$ cat src/rtl/i2s_pkg.sv
// ============================================================================
// Module   : i2s_pkg
// Purpose  : Shared types, defaults and helpers for the I2S capture path.
// Revision : 1.0
// ============================================================================
`default_nettype none

package i2s_pkg;

    typedef enum logic [1:0] {
        IDLE  = 2'd0,
        SEEK  = 2'd1,
        LEFT  = 2'd2,
        RIGHT = 2'd3
    } state_t;

    localparam int c_DEF_BITSIZE   = 24;
    localparam int c_DEF_SLOT_BITS = 32;

    // Bits needed to hold values 0 .. value-1 (value >= 2).
    function automatic int clog2(input int value);
        int r;
        r = 0;
        for (int i = 0; i < 31; i++) begin
            if ((1 << i) < value) begin
                r = i + 1;
            end
        end
        return r;
    endfunction

endpackage

`default_nettype wire

$ cat src/rtl/i2s_lr_edge.sv
// ============================================================================
// Module   : i2s_lr_edge
// Purpose  : Registers lrclk and flags its rising/falling transitions.
// Revision : 1.0
// ============================================================================
`default_nettype none

module i2s_lr_edge (
    input  logic sclk,
    input  logic rst,
    input  logic i_lrclk,
    output logic o_rise,
    output logic o_fall,
    output logic o_edge
);

    logic r_lr_q;

    always_ff @(posedge sclk) begin
        if (rst) begin
            r_lr_q <= 1'b0;
        end else begin
            r_lr_q <= i_lrclk;
        end
    end

    assign o_rise = i_lrclk & ~r_lr_q;
    assign o_fall = ~i_lrclk & r_lr_q;
    assign o_edge = i_lrclk ^ r_lr_q;

endmodule

`default_nettype wire

$ cat src/rtl/i2s_frame_ctrl.sv
// ============================================================================
// Module   : i2s_frame_ctrl
// Purpose  : Locks to I2S framing, checks slot lengths, emits L/R sample pairs.
// Revision : 1.0
// ============================================================================
`default_nettype none

module i2s_frame_ctrl
    import i2s_pkg::*;
#(
    parameter int BITSIZE   = c_DEF_BITSIZE,
    parameter int SLOT_BITS = c_DEF_SLOT_BITS
) (
    input  logic               sclk,
    input  logic               rst,
    input  logic               enable,
    input  logic               lrclk,
    input  logic               sdata,
    output logic [BITSIZE-1:0] left_chan,
    output logic [BITSIZE-1:0] right_chan,
    output logic               sample_valid,
    output logic               locked,
    output logic               frame_err,
    output logic [7:0]         err_count
);

    localparam int              c_CW   = clog2(SLOT_BITS);
    localparam logic [c_CW-1:0] c_LAST = c_CW'(SLOT_BITS - 1);

    logic w_rise;
    logic w_fall;
    logic w_edge;

    logic [c_CW-1:0]    r_cnt;
    logic [BITSIZE-1:0] r_shift;
    logic [BITSIZE-1:0] r_left_hold;
    logic [BITSIZE-1:0] r_left_chan;
    logic [BITSIZE-1:0] r_right_chan;
    logic               r_sample_valid;
    logic               r_locked;
    logic               r_frame_err;
    logic [7:0]         r_err_count;
    state_t             r_state;

    logic               w_capture;
    logic               w_slot_end;
    logic               w_overrun;
    logic               w_fault;
    logic [BITSIZE-1:0] w_shift_nxt;
    logic [BITSIZE-1:0] w_word;

    i2s_lr_edge u_lr_edge (
        .sclk    (sclk),
        .rst     (rst),
        .i_lrclk (lrclk),
        .o_rise  (w_rise),
        .o_fall  (w_fall),
        .o_edge  (w_edge)
    );

    // cnt equals the bit index of the sdata sampled this cycle.
    assign w_capture  = (32'(r_cnt) < 32'(BITSIZE));
    assign w_slot_end = (r_cnt == c_LAST);
    assign w_overrun  = !w_edge && w_slot_end;

    generate
        if (BITSIZE == 1) begin : g_shift_1
            assign w_shift_nxt = sdata;
        end else begin : g_shift_n
            assign w_shift_nxt = {r_shift[BITSIZE-2:0], sdata};
        end
    endgenerate

    // The closing edge-cycle may still carry the LSB when the slot is full width.
    assign w_word = w_capture ? w_shift_nxt : r_shift;

    assign w_fault = ((r_state == LEFT)  && ((w_rise && !w_slot_end) || w_overrun)) ||
                     ((r_state == RIGHT) && ((w_fall && !w_slot_end) || w_overrun));

    always_ff @(posedge sclk) begin
        if (rst) begin
            r_cnt   <= '0;
            r_shift <= '0;
        end else begin
            r_cnt <= w_edge ? '0 : r_cnt + 1'b1;
            if (w_capture) begin
                r_shift <= w_shift_nxt;
            end
        end
    end

    always_ff @(posedge sclk) begin
        if (rst) begin
            r_state        <= IDLE;
            r_left_hold    <= '0;
            r_left_chan    <= '0;
            r_right_chan   <= '0;
            r_sample_valid <= 1'b0;
            r_frame_err    <= 1'b0;
            r_locked       <= 1'b0;
            r_err_count    <= 8'd0;
        end else begin
            r_sample_valid <= 1'b0;
            r_frame_err    <= 1'b0;
            if (!enable) begin
                r_state  <= IDLE;
                r_locked <= 1'b0;
            end else if (w_fault) begin
                r_state     <= SEEK;
                r_locked    <= 1'b0;
                r_frame_err <= 1'b1;
                if (r_err_count != 8'hFF) begin
                    r_err_count <= r_err_count + 8'd1;
                end
            end else begin
                case (r_state)
                    IDLE: begin
                        r_state  <= SEEK;
                        r_locked <= 1'b0;
                    end
                    SEEK: begin
                        if (w_fall) begin
                            r_state  <= LEFT;
                            r_locked <= 1'b1;
                        end
                    end
                    LEFT: begin
                        if (w_rise) begin
                            r_left_hold <= w_word;
                            r_state     <= RIGHT;
                        end
                    end
                    RIGHT: begin
                        if (w_fall) begin
                            r_left_chan    <= r_left_hold;
                            r_right_chan   <= w_word;
                            r_sample_valid <= 1'b1;
                            r_state        <= LEFT;
                        end
                    end
                endcase
            end
        end
    end

    assign left_chan    = r_left_chan;
    assign right_chan   = r_right_chan;
    assign sample_valid = r_sample_valid;
    assign locked       = r_locked;
    assign frame_err    = r_frame_err;
    assign err_count    = r_err_count;

endmodule

`default_nettype wire

$ cat config.mk
export PLATFORM = sky130hd
export DESIGN_NAME = i2s_frame_ctrl
export DESIGN_NICKNAME = d
export VERILOG_FILES = /design/src/rtl/i2s_pkg.sv /design/src/rtl/i2s_lr_edge.sv /design/src/rtl/i2s_frame_ctrl.sv
export SDC_FILE = /design/constraint.sdc
export NUM_CORES = 1
export LEC_CHECK = 0
export ABC_CLOCK_PERIOD_IN_PS = 2900
export CORE_UTILIZATION = 53
export DETAILED_ROUTE_END_ITERATION = 12
export PLACE_DENSITY_LB_ADDON = 0.12
export RECOVER_POWER = 25
export SYNTH_ARGS = -nofsm -noshare
export SYNTH_HDL_FRONTEND = slang
export SYNTH_SLANG_ARGS = --single-unit
$ cat constraint.sdc
create_clock -name sclk -period 2.9 [get_ports sclk]
set_clock_uncertainty 0.1 [all_clocks]
set_input_delay 0.29 -clock sclk [delete_from_list [all_inputs] [get_ports sclk]]
set_output_delay 0.29 -clock sclk [all_outputs]
set_load 0.1 [all_outputs]
## Word level (Yosys, flattened, before mapping)

Index checks and enable logic that the tools add are counted.

- Register bits: 115
- Bits in latches: 0
- RAM bits: 0
- Bits in read-only memories: 0
- Bits of input ports: 5
- Output and inout port bits: 59
- Memories kept: 0

- Add/sub/neg operators: 2
- $mul: 0
- Div/mod/pow operators: 0
- $lt $le $gt $ge: 1
- Eq/ne operators: 10
- Shift operators: 0
- Mux-type cells: 9
- Bitwise gates (word level): 8
- Reduce and logical (&&, ||, !) cells: 23

Operators with widths:

| kind | number |
|---|---|
| 24-bit 2-to-1 mux | 1 |
| 8-bit by 1-bit adder with 8-bit output (second input constant) | 1 |
| 8-bit inequality test (second input constant) | 1 |
| 4-bit AND reduction | 2 |
| 2-bit case mux with 3 select lines | 1 |
| 2-bit AND reduction | 3 |
| 2-bit OR reduction | 3 |
| 5-bit by 1-bit adder with 5-bit output (second input constant) | 1 |
| 5-bit == test (second input constant) | 1 |
| 1-bit logical AND | 5 |
| 5-bit less-than comparator (second input constant) | 1 |
| 1-bit NOT | 5 |
| 2-bit == test (second input constant) | 2 |
| 1-bit 2-to-1 mux | 4 |
| 2-bit 2-to-1 mux | 2 |
| 2-bit inequality test (second input constant) | 2 |
| 4-bit OR reduction | 1 |
| 1-bit logical OR | 3 |
| 3-bit by 1-bit inequality test with 1-bit output (second input constant) | 1 |
| 3-bit inequality test (second input constant) | 1 |
| 3-bit AND reduction | 1 |
| 3-bit OR reduction | 1 |
| 1-bit bitwise AND | 2 |
| 2-bit by 1-bit == test with 1-bit output (second input constant) | 1 |
| 6 further kinds | 7 |

## Depth between registers and ports, before layout

Gate-level depths: netlist of run 1.

- Depth after elaboration: 8
- Depth in mapped cells: 9

## Cells and area by module

From an unflattened synthesis of run 1, not the netlist that was laid out.

- Cell total of the unflattened synthesis: 439
- Area total of the unflattened synthesis: 4122.7 um^2

Modules (own cells, without submodules):

| module | instances | cells an instance | area each (um^2) | seq. area each (um^2) |
|---|---|---|---|---|
| i2s_frame_ctrl | 1 | 432 | 4052.6 | 2282.2 |
| i2s_lr_edge | 1 | 7 | 70.1 | 20.0 |

## Worst setup path before layout of run 1

OpenSTA, ideal clock, no wires.

- Path type: flip-flop to flip-flop
- Start: register r_err_count[1] (netlist: err_count[1])
- End: register r_err_count[7] (netlist: err_count[7])
- Setup time: 103 ps
- Arrival: 2023 ps
- Data required time: 2697 ps
- Slack: 674 ps
- Cell stages (with the launch flop): 6
- Path buffers: 0
- Period minus slack after synthesis: 2226 ps
- Cell sequence: dfxtp_1 > ha_1 > nand4_1 > nor2_1 > o311ai_0 > o41ai_1

- Word-level cells in the longest chain between the ends: 2

Ends and longest elaborated chain:

| what | line | text |
|---|---|---|
| from (decl) | i2s_frame_ctrl.sv:42 | `logic [7:0] r_err_count;` |
| from (signal assigned) | i2s_frame_ctrl.sv:113 | `r_err_count <= r_err_count + 8'd1;` |
| parallel branches: the longest is 2 deep, another holds 8-bit by 1-bit adder with 8-bit output | -- |  |

Parallel ways; which one is timed is not known.
A chain may end at the register's enable or synchronous reset.

## Final worst setup path of run 1

- Start: register r_cnt[0]
- End: register r_err_count[5] (netlist: err_count[5])

- Word-level cells in the longest chain between the ends: 7

Ends and longest elaborated chain:

| what | line | text |
|---|---|---|
| from (decl) | i2s_frame_ctrl.sv:34 | `logic [c_CW-1:0] r_cnt;` |
| from (signal assigned) | i2s_frame_ctrl.sv:85 | `r_cnt <= w_edge ? '0 : r_cnt + 1'b1;` |
| 5-bit == test * | i2s_frame_ctrl.sv:63 | `assign w_slot_end = (r_cnt == c_LAST);` |
| 1-bit logical NOT | i2s_frame_ctrl.sv:77, i2s_frame_ctrl.sv:78 |  |
| 1-bit logical AND, on equally long branches | i2s_frame_ctrl.sv:77, i2s_frame_ctrl.sv:78 |  |
| 1-bit logical OR, on equally long branches | i2s_frame_ctrl.sv:77, i2s_frame_ctrl.sv:78 |  |
| 1-bit logical AND, on equally long branches | i2s_frame_ctrl.sv:77, i2s_frame_ctrl.sv:78 |  |
| 1-bit logical OR * | i2s_frame_ctrl.sv:77 | `assign w_fault = ((r_state == LEFT) && ((w_rise && !w_slot_end) \|\| w_overrun)) \|\|` |
| 3-bit AND reduction (no line) * | -- |  |

Every way passes the cells marked *; elsewhere a longest branch is shown, timed or not.

==> summary.txt, run 1 <==
Status: finished clean
Reg2Reg Launch Point: r_cnt[0]
RSZ-0062 raised after global routing: false
Final hold viol count: 0
IO buf count: 63
Cell taking the most area after synthesis: dfxtp_1
Hold path start: lrclk
ANT cells: 0
Net count, final: 506
Core outline area: 7410 um^2
Max Root-Sink Buffers: 2
Die width: 90.3 um
Critical path startpoint: r_cnt[0]
GRT Total Usage: 0.216
CP endpoint kind: register
Pin count of the biggest net entering global routing: 73
Post-Syn Nets: 449
Cells after synthesis: 439
HP Class: in -> reg
#FFs+latches synth: 115
FF-to-FF setup slack: 0.53 ns
Total die area: 8160 um^2
Row cnt: 31
Peak supply drop: 0.408 mV
Top FF cell, synth: dfxtp_1
Sequential share of the synthesized area: 0.557
Max Freq: 0.422 GHz
# hold bufs at CTS: 0
XOR/XNOR Fraction of Synth Area: 0.00424
Total Routed Length: 8280 um
Post-synthesis compound-gate area fraction: 0.157
Final setup vio count: 0
Max Slew Vio Count: 0
Most frequent cell after synthesis: dfxtp_1
Share of the synthesized area in the top cell type: 0.557
H-tree levels: 4
Number of synthesized flops with an enable pin: 0
DP HPWL: 4940 um
Critical Path Start Type: register
CP Class: reg -> reg
Tmin final: 2.37 ns
Worst Path Required: 3.21 ns
Post-Syn Area: 4140 um^2
Clk sink count: 115
GR Util met2: 0.337
Leak pwr: 2.02 nW
Vias: 3237
Setup Buffers After CTS: 0
Synth Area in Simple Gates: 0.167
Fillers: 576
Largest family of logic cells by synthesized area: simple AND/OR/NAND/NOR gates
Dpl cells: 576
Initial Util: 0.558
Mux contribution to synthesized area: 0.0605
Antenna violations before repair: 0
Syn. warnings: 0
Critical path arrival: 2.68 ns
Worst Tran Pin Value: 1.34 ns
TritonCTS Buffers: 17
Part of the cycle the worst path needs: 0.818
Post-CTS sizing: 0
Clock latency at the later pin of the worst-skew pair: 0.50 ns
Die height: 90.3 um
Area grow syn2layout: 24.7%
CTS clock-pin slew for the worst setup and hold paths: 0.05 ns
Gr busiest metal: met2
Setup TNS: 0 ns
Total gr overflow: 0
Synth async-reset ratio: 0
I/O pin total: 64
Met3 Use GR: 0.0640
Max-cap violation count: 0
Global-route wire length before repair: 14000 um
DRT Pass-1 Iters: 4
Share of layout cells above drive strength 1: 0.141
Met1 usage: 0.273
Root Buffer: clkbuf_8
Via density: 5.32
Starting DRC count in detailed routing: 124
Adder-cell share of the synthesized area: 0.0151
Synth top area cells: dfxtp_1 56%, a211oi_1 8.7%, nor2_1 7.3%
CTS tree: built
Gpl congestion: 0.773
Vias in the first global route: 3012
Post-synth top cells: 115 x dfxtp_1, 80 x nor2_1, 57 x nand2_1
DRC viols: 0
Netlist cell types: 36
Critical path peak fanout: 15
Mean post-synth cell area: 9.42 um^2
Pwr/cell area: 711 nW/um^2
Relative max-transition margin: 0.105
Layout Cells excl Fill: 608
DR WL/cell: 13.6 um
Post-route ant nets: 0
final timing paths:
path	endpoint	cells after the start
worst min-delay path	u_lr_edge.r_lr_q	3
worst min register to register	left_chan[0]	2
worst max-delay path	err_count[5]	7
worst max register to register	err_count[5]	7
flip-flops by register name (all words and copies together), names as in the netlist:
| signal | cells |
|---|---|
| r_cnt | 5 |
| err_count | 8 |
| right_chan | 24 |
| r_shift | 24 |
| u_lr_edge.r_lr_q | 1 |
| frame_err | 1 |
| sample_valid | 1 |
| r_state | 2 |
| left_chan | 24 |
| r_left_hold | 24 |
| locked | 1 |
cell families after synthesis:
kind of cell	count (synthesis)
flip-flops	115
XOR/XNOR	2
multiplexers	25
buffers and inverters	35
AO/OA/AOI/OAI	94
AND/OR/NAND/NOR	163
adder cells (fa/ha/maj)	5
power by group:
group          leakage [nW]  switching, W  internal [W]
registers             0.927    0.00000405       0.00159
clock network         0.283      0.000710       0.00131
logic                 0.810     0.0000388     0.0000152
worst max-delay path, stage by stage, from the launching register on:
cell,delay (ns)
dfxtp_1,0.32
ha_1,0.22
and3_1,0.20
ha_1,0.25
nand2b_2,0.22
o311ai_4,0.24
or4_1,0.56
a21oi_1,0.16
metrics by stage:
stage	power (W)	setup WS, ns	cell area [um^2]	util	hold slack (ns)
CTS	0.00370	0.549	5270	0.712	0.191
global route	0.00379	0.379	5160	0.696	0.323
floorplan	0.00166	0.674	4140	-	0.318
finish	0.00367	0.528	5160	0.696	0.277
global placement	0.00168	0.459	4680	0.631	0.332
detailed placement	0.00168	0.406	4680	0.631	0.343
per-layer routing:
metal	share of wire	vias to the layer above
li1	-	1648
met1	0.48	1508
met2	0.47	70
met3	0.042	11
met4	0.013	0
met5	0	-
cell usage in the layout, fill, tap and decap left out, types with 2 or more instances in the layout:
cell	synthesis	layout
o31ai_1	3	3
clkdlybuf4s50_1	0	3
clkbuf_1	9	30
clkbuf_16	0	16
nor2_1	80	80
buf_4	4	31
or3_1	3	3
o21ai_0	3	3
clkbuf_8	0	5
clkinvlp_4	0	4
clkinv_4	0	2
inv_1	5	5
nand3_1	7	7
o311ai_0	2	2
and3_1	5	5
mux2i_1	25	25
a21oi_1	31	31
bufinv_16	0	2
ha_1	5	5
a211oi_1	48	48
buf_12	0	3
or4_1	2	2
nand2_1	57	57
o41ai_1	2	2
clkinv_2	0	2
dfxtp_1	115	115
final cells by class:
type	count	area, um^2	area share
clock buffers	21	469	0.0910
clock inverters	11	126	0.0245
inverters	5	18.8	0.00364
multi-input cells	289	1680	0.325
flip-flops and latches	115	2300	0.446
well taps	99	124	0.0240
repair buffers	68	440	0.0854
Power figures use the tool's default switching activity.
==> run 2: changes to the inputs <==
--- a/config.mk
+++ b/config.mk
@@ -5,7 +5,7 @@
 export SDC_FILE = /design/constraint.sdc
 export NUM_CORES = 1
 export LEC_CHECK = 0
-export ABC_CLOCK_PERIOD_IN_PS = 2900
+export ABC_CLOCK_PERIOD_IN_PS = 2300
 export CORE_UTILIZATION = 53
 export DETAILED_ROUTE_END_ITERATION = 12
 export PLACE_DENSITY_LB_ADDON = 0.12
==> constraint.sdc (replaced) <==
create_clock -name sclk -period 2.3 [get_ports sclk]
set_clock_uncertainty 0.1 [all_clocks]
set_input_delay 0.23 -clock sclk [delete_from_list [all_inputs] [get_ports sclk]]
set_output_delay 0.23 -clock sclk [all_outputs]
set_load 0.1 [all_outputs]
==> run 2 against run 1 <==
Against the previous run: non-clock buffer count up 8; utilization rose by 1.5 points; largest power group unchanged; sequential share of layout area shrank 0.96 points; design area rose by 2.2%.
==> summary.txt, run 2 (synthesized netlist as in run 1, its figures left out) <==
Critical path peak fanout: 10
Clock latency at the later pin of the worst-skew pair: 0.51 ns
Relative max-transition margin: 0.402
Leak pwr: 2.17 nW
Max Freq: 0.465 GHz
Row cnt: 31
Vias in the first global route: 3114
Initial Util: 0.558
Max Slew Vio Count: 0
Max Root-Sink Buffers: 2
IO buf count: 63
Status: finished clean
Peak supply drop: 0.569 mV
HP Class: in -> reg
I/O pin total: 64
Total gr overflow: 0
Share of layout cells above drive strength 1: 0.211
Clk sink count: 115
Gpl congestion: 0.776
Commonest cells after routing, fill and taps aside: 115 x dfxtp_1, 80 x nor2_1, 57 x nand2_1
Most common cell after layout, fill and taps aside: dfxtp_1
Pin count of the biggest net entering global routing: 65
CTS clock-pin slew for the worst setup and hold paths: 0.05 ns
Starting DRC count in detailed routing: 191
DRT Pass-1 Iters: 6
TritonCTS Buffers: 17
RSZ-0062 raised after global routing: false
Pwr/cell area: 864 nW/um^2
CP Class: reg -> reg
Min setup slack post-route: 0.149 ns
Die height: 90.3 um
Worst Path Required: 2.62 ns
Critical path arrival: 2.47 ns
Layout Cells excl Fill: 615
GRT Total Usage: 0.217
# hold bufs at CTS: 0
Critical Path Start Type: register
Via density: 5.30
DRC viols: 0
Dpl cells: 584
Die width: 90.3 um
DR WL/cell: 13.5 um
H-tree levels: 4
Max-cap violation count: 0
Final hold viol count: 0
Net count, final: 514
DP HPWL: 5130 um
Tmin final: 2.15 ns
Setup WS pre-CTS: -0.0751 ns
Post-route ant nets: 0
Total Routed Length: 8320 um
ANT cells: 0
Antenna violations before repair: 0
Root Buffer: clkbuf_8
Vias: 3259
Total die area: 8160 um^2
Part of the cycle the worst path needs: 0.935
Global-route wire length before repair: 14200 um
CTS tree: built
Final setup vio count: 0
Core outline area: 7410 um^2
Area grow syn2layout: 27.4%
CP endpoint kind: register
Worst Tran Pin Value: 0.896 ns
## run 2: metal layers
layer  vias to the layer above  part of all wire  GRT usage  wire length, um
met5                         -                 0          0                0
met4                         0             0.023      0.117              188
li1                       1665                 -          -                -
met3                        17             0.034     0.0530              282
met2                        69              0.47      0.354             3870
met1                      1508              0.48      0.265             3970
## run 2: path summary, 6_finish.rpt
check	start	end	slack [ns]	cells after the start
worst max-delay path	r_cnt[0]	err_count[4]	0.15	7
worst min-delay path	lrclk	u_lr_edge.r_lr_q	0.22	3
worst max register to register	r_cnt[0]	err_count[4]	0.15	7
worst min register to register	r_left_hold[0]	left_chan[0]	0.35	2
## run 2: critical path, stage by stage (launching register included)
cell and delay (ns):
dfxtp_1 0.32, ha_1 0.22, and3_1 0.20, ha_2 0.22, nand2b_4 0.15, o311ai_4 0.17, or4_1 0.53, a21oi_1 0.15
## run 2: cell type report
cell class	instances	area, um^2
fill	581	2140
timing repair buffer	76	576
inverter	5	18.8
sequential	115	2300
clock inverter	10	108
clock buffer	21	459
tap	99	124
multi-input combinational	289	1680
## run 2: timing repair
action                                  4_1_cts  5_1_grt
resized for setup                             0        2
endpoints found under the setup margin        0       28
setup buffers                                 0        0
## run 2: power breakdown
group	leakage [nW]	switching, W	internal [W]	total [W]
sequential	0.927	0.00000501	0.00200	0.00201
combinational	0.966	0.0000517	0.0000275	0.0000792
clock	0.275	0.000859	0.00161	0.00247
total	2.17	0.000915	0.00364	0.00455
## run 2: metrics by stage
step | utilization | total power [W] | TNS [ns] | cell area (um^2) | hold slack [ns]
after floorplan | - | 0.00210 | 0 | 4140 | 0.259
after global placement | 0.643 | 0.00212 | 0 | 4760 | 0.332
after detailed placement | 0.643 | 0.00213 | -1.00 | 4760 | 0.344
after CTS | 0.719 | 0.00458 | 0 | 5330 | 0.0433
after global routing | 0.711 | 0.00468 | 0 | 5270 | 0.241
final | 0.711 | 0.00455 | 0 | 5270 | 0.219
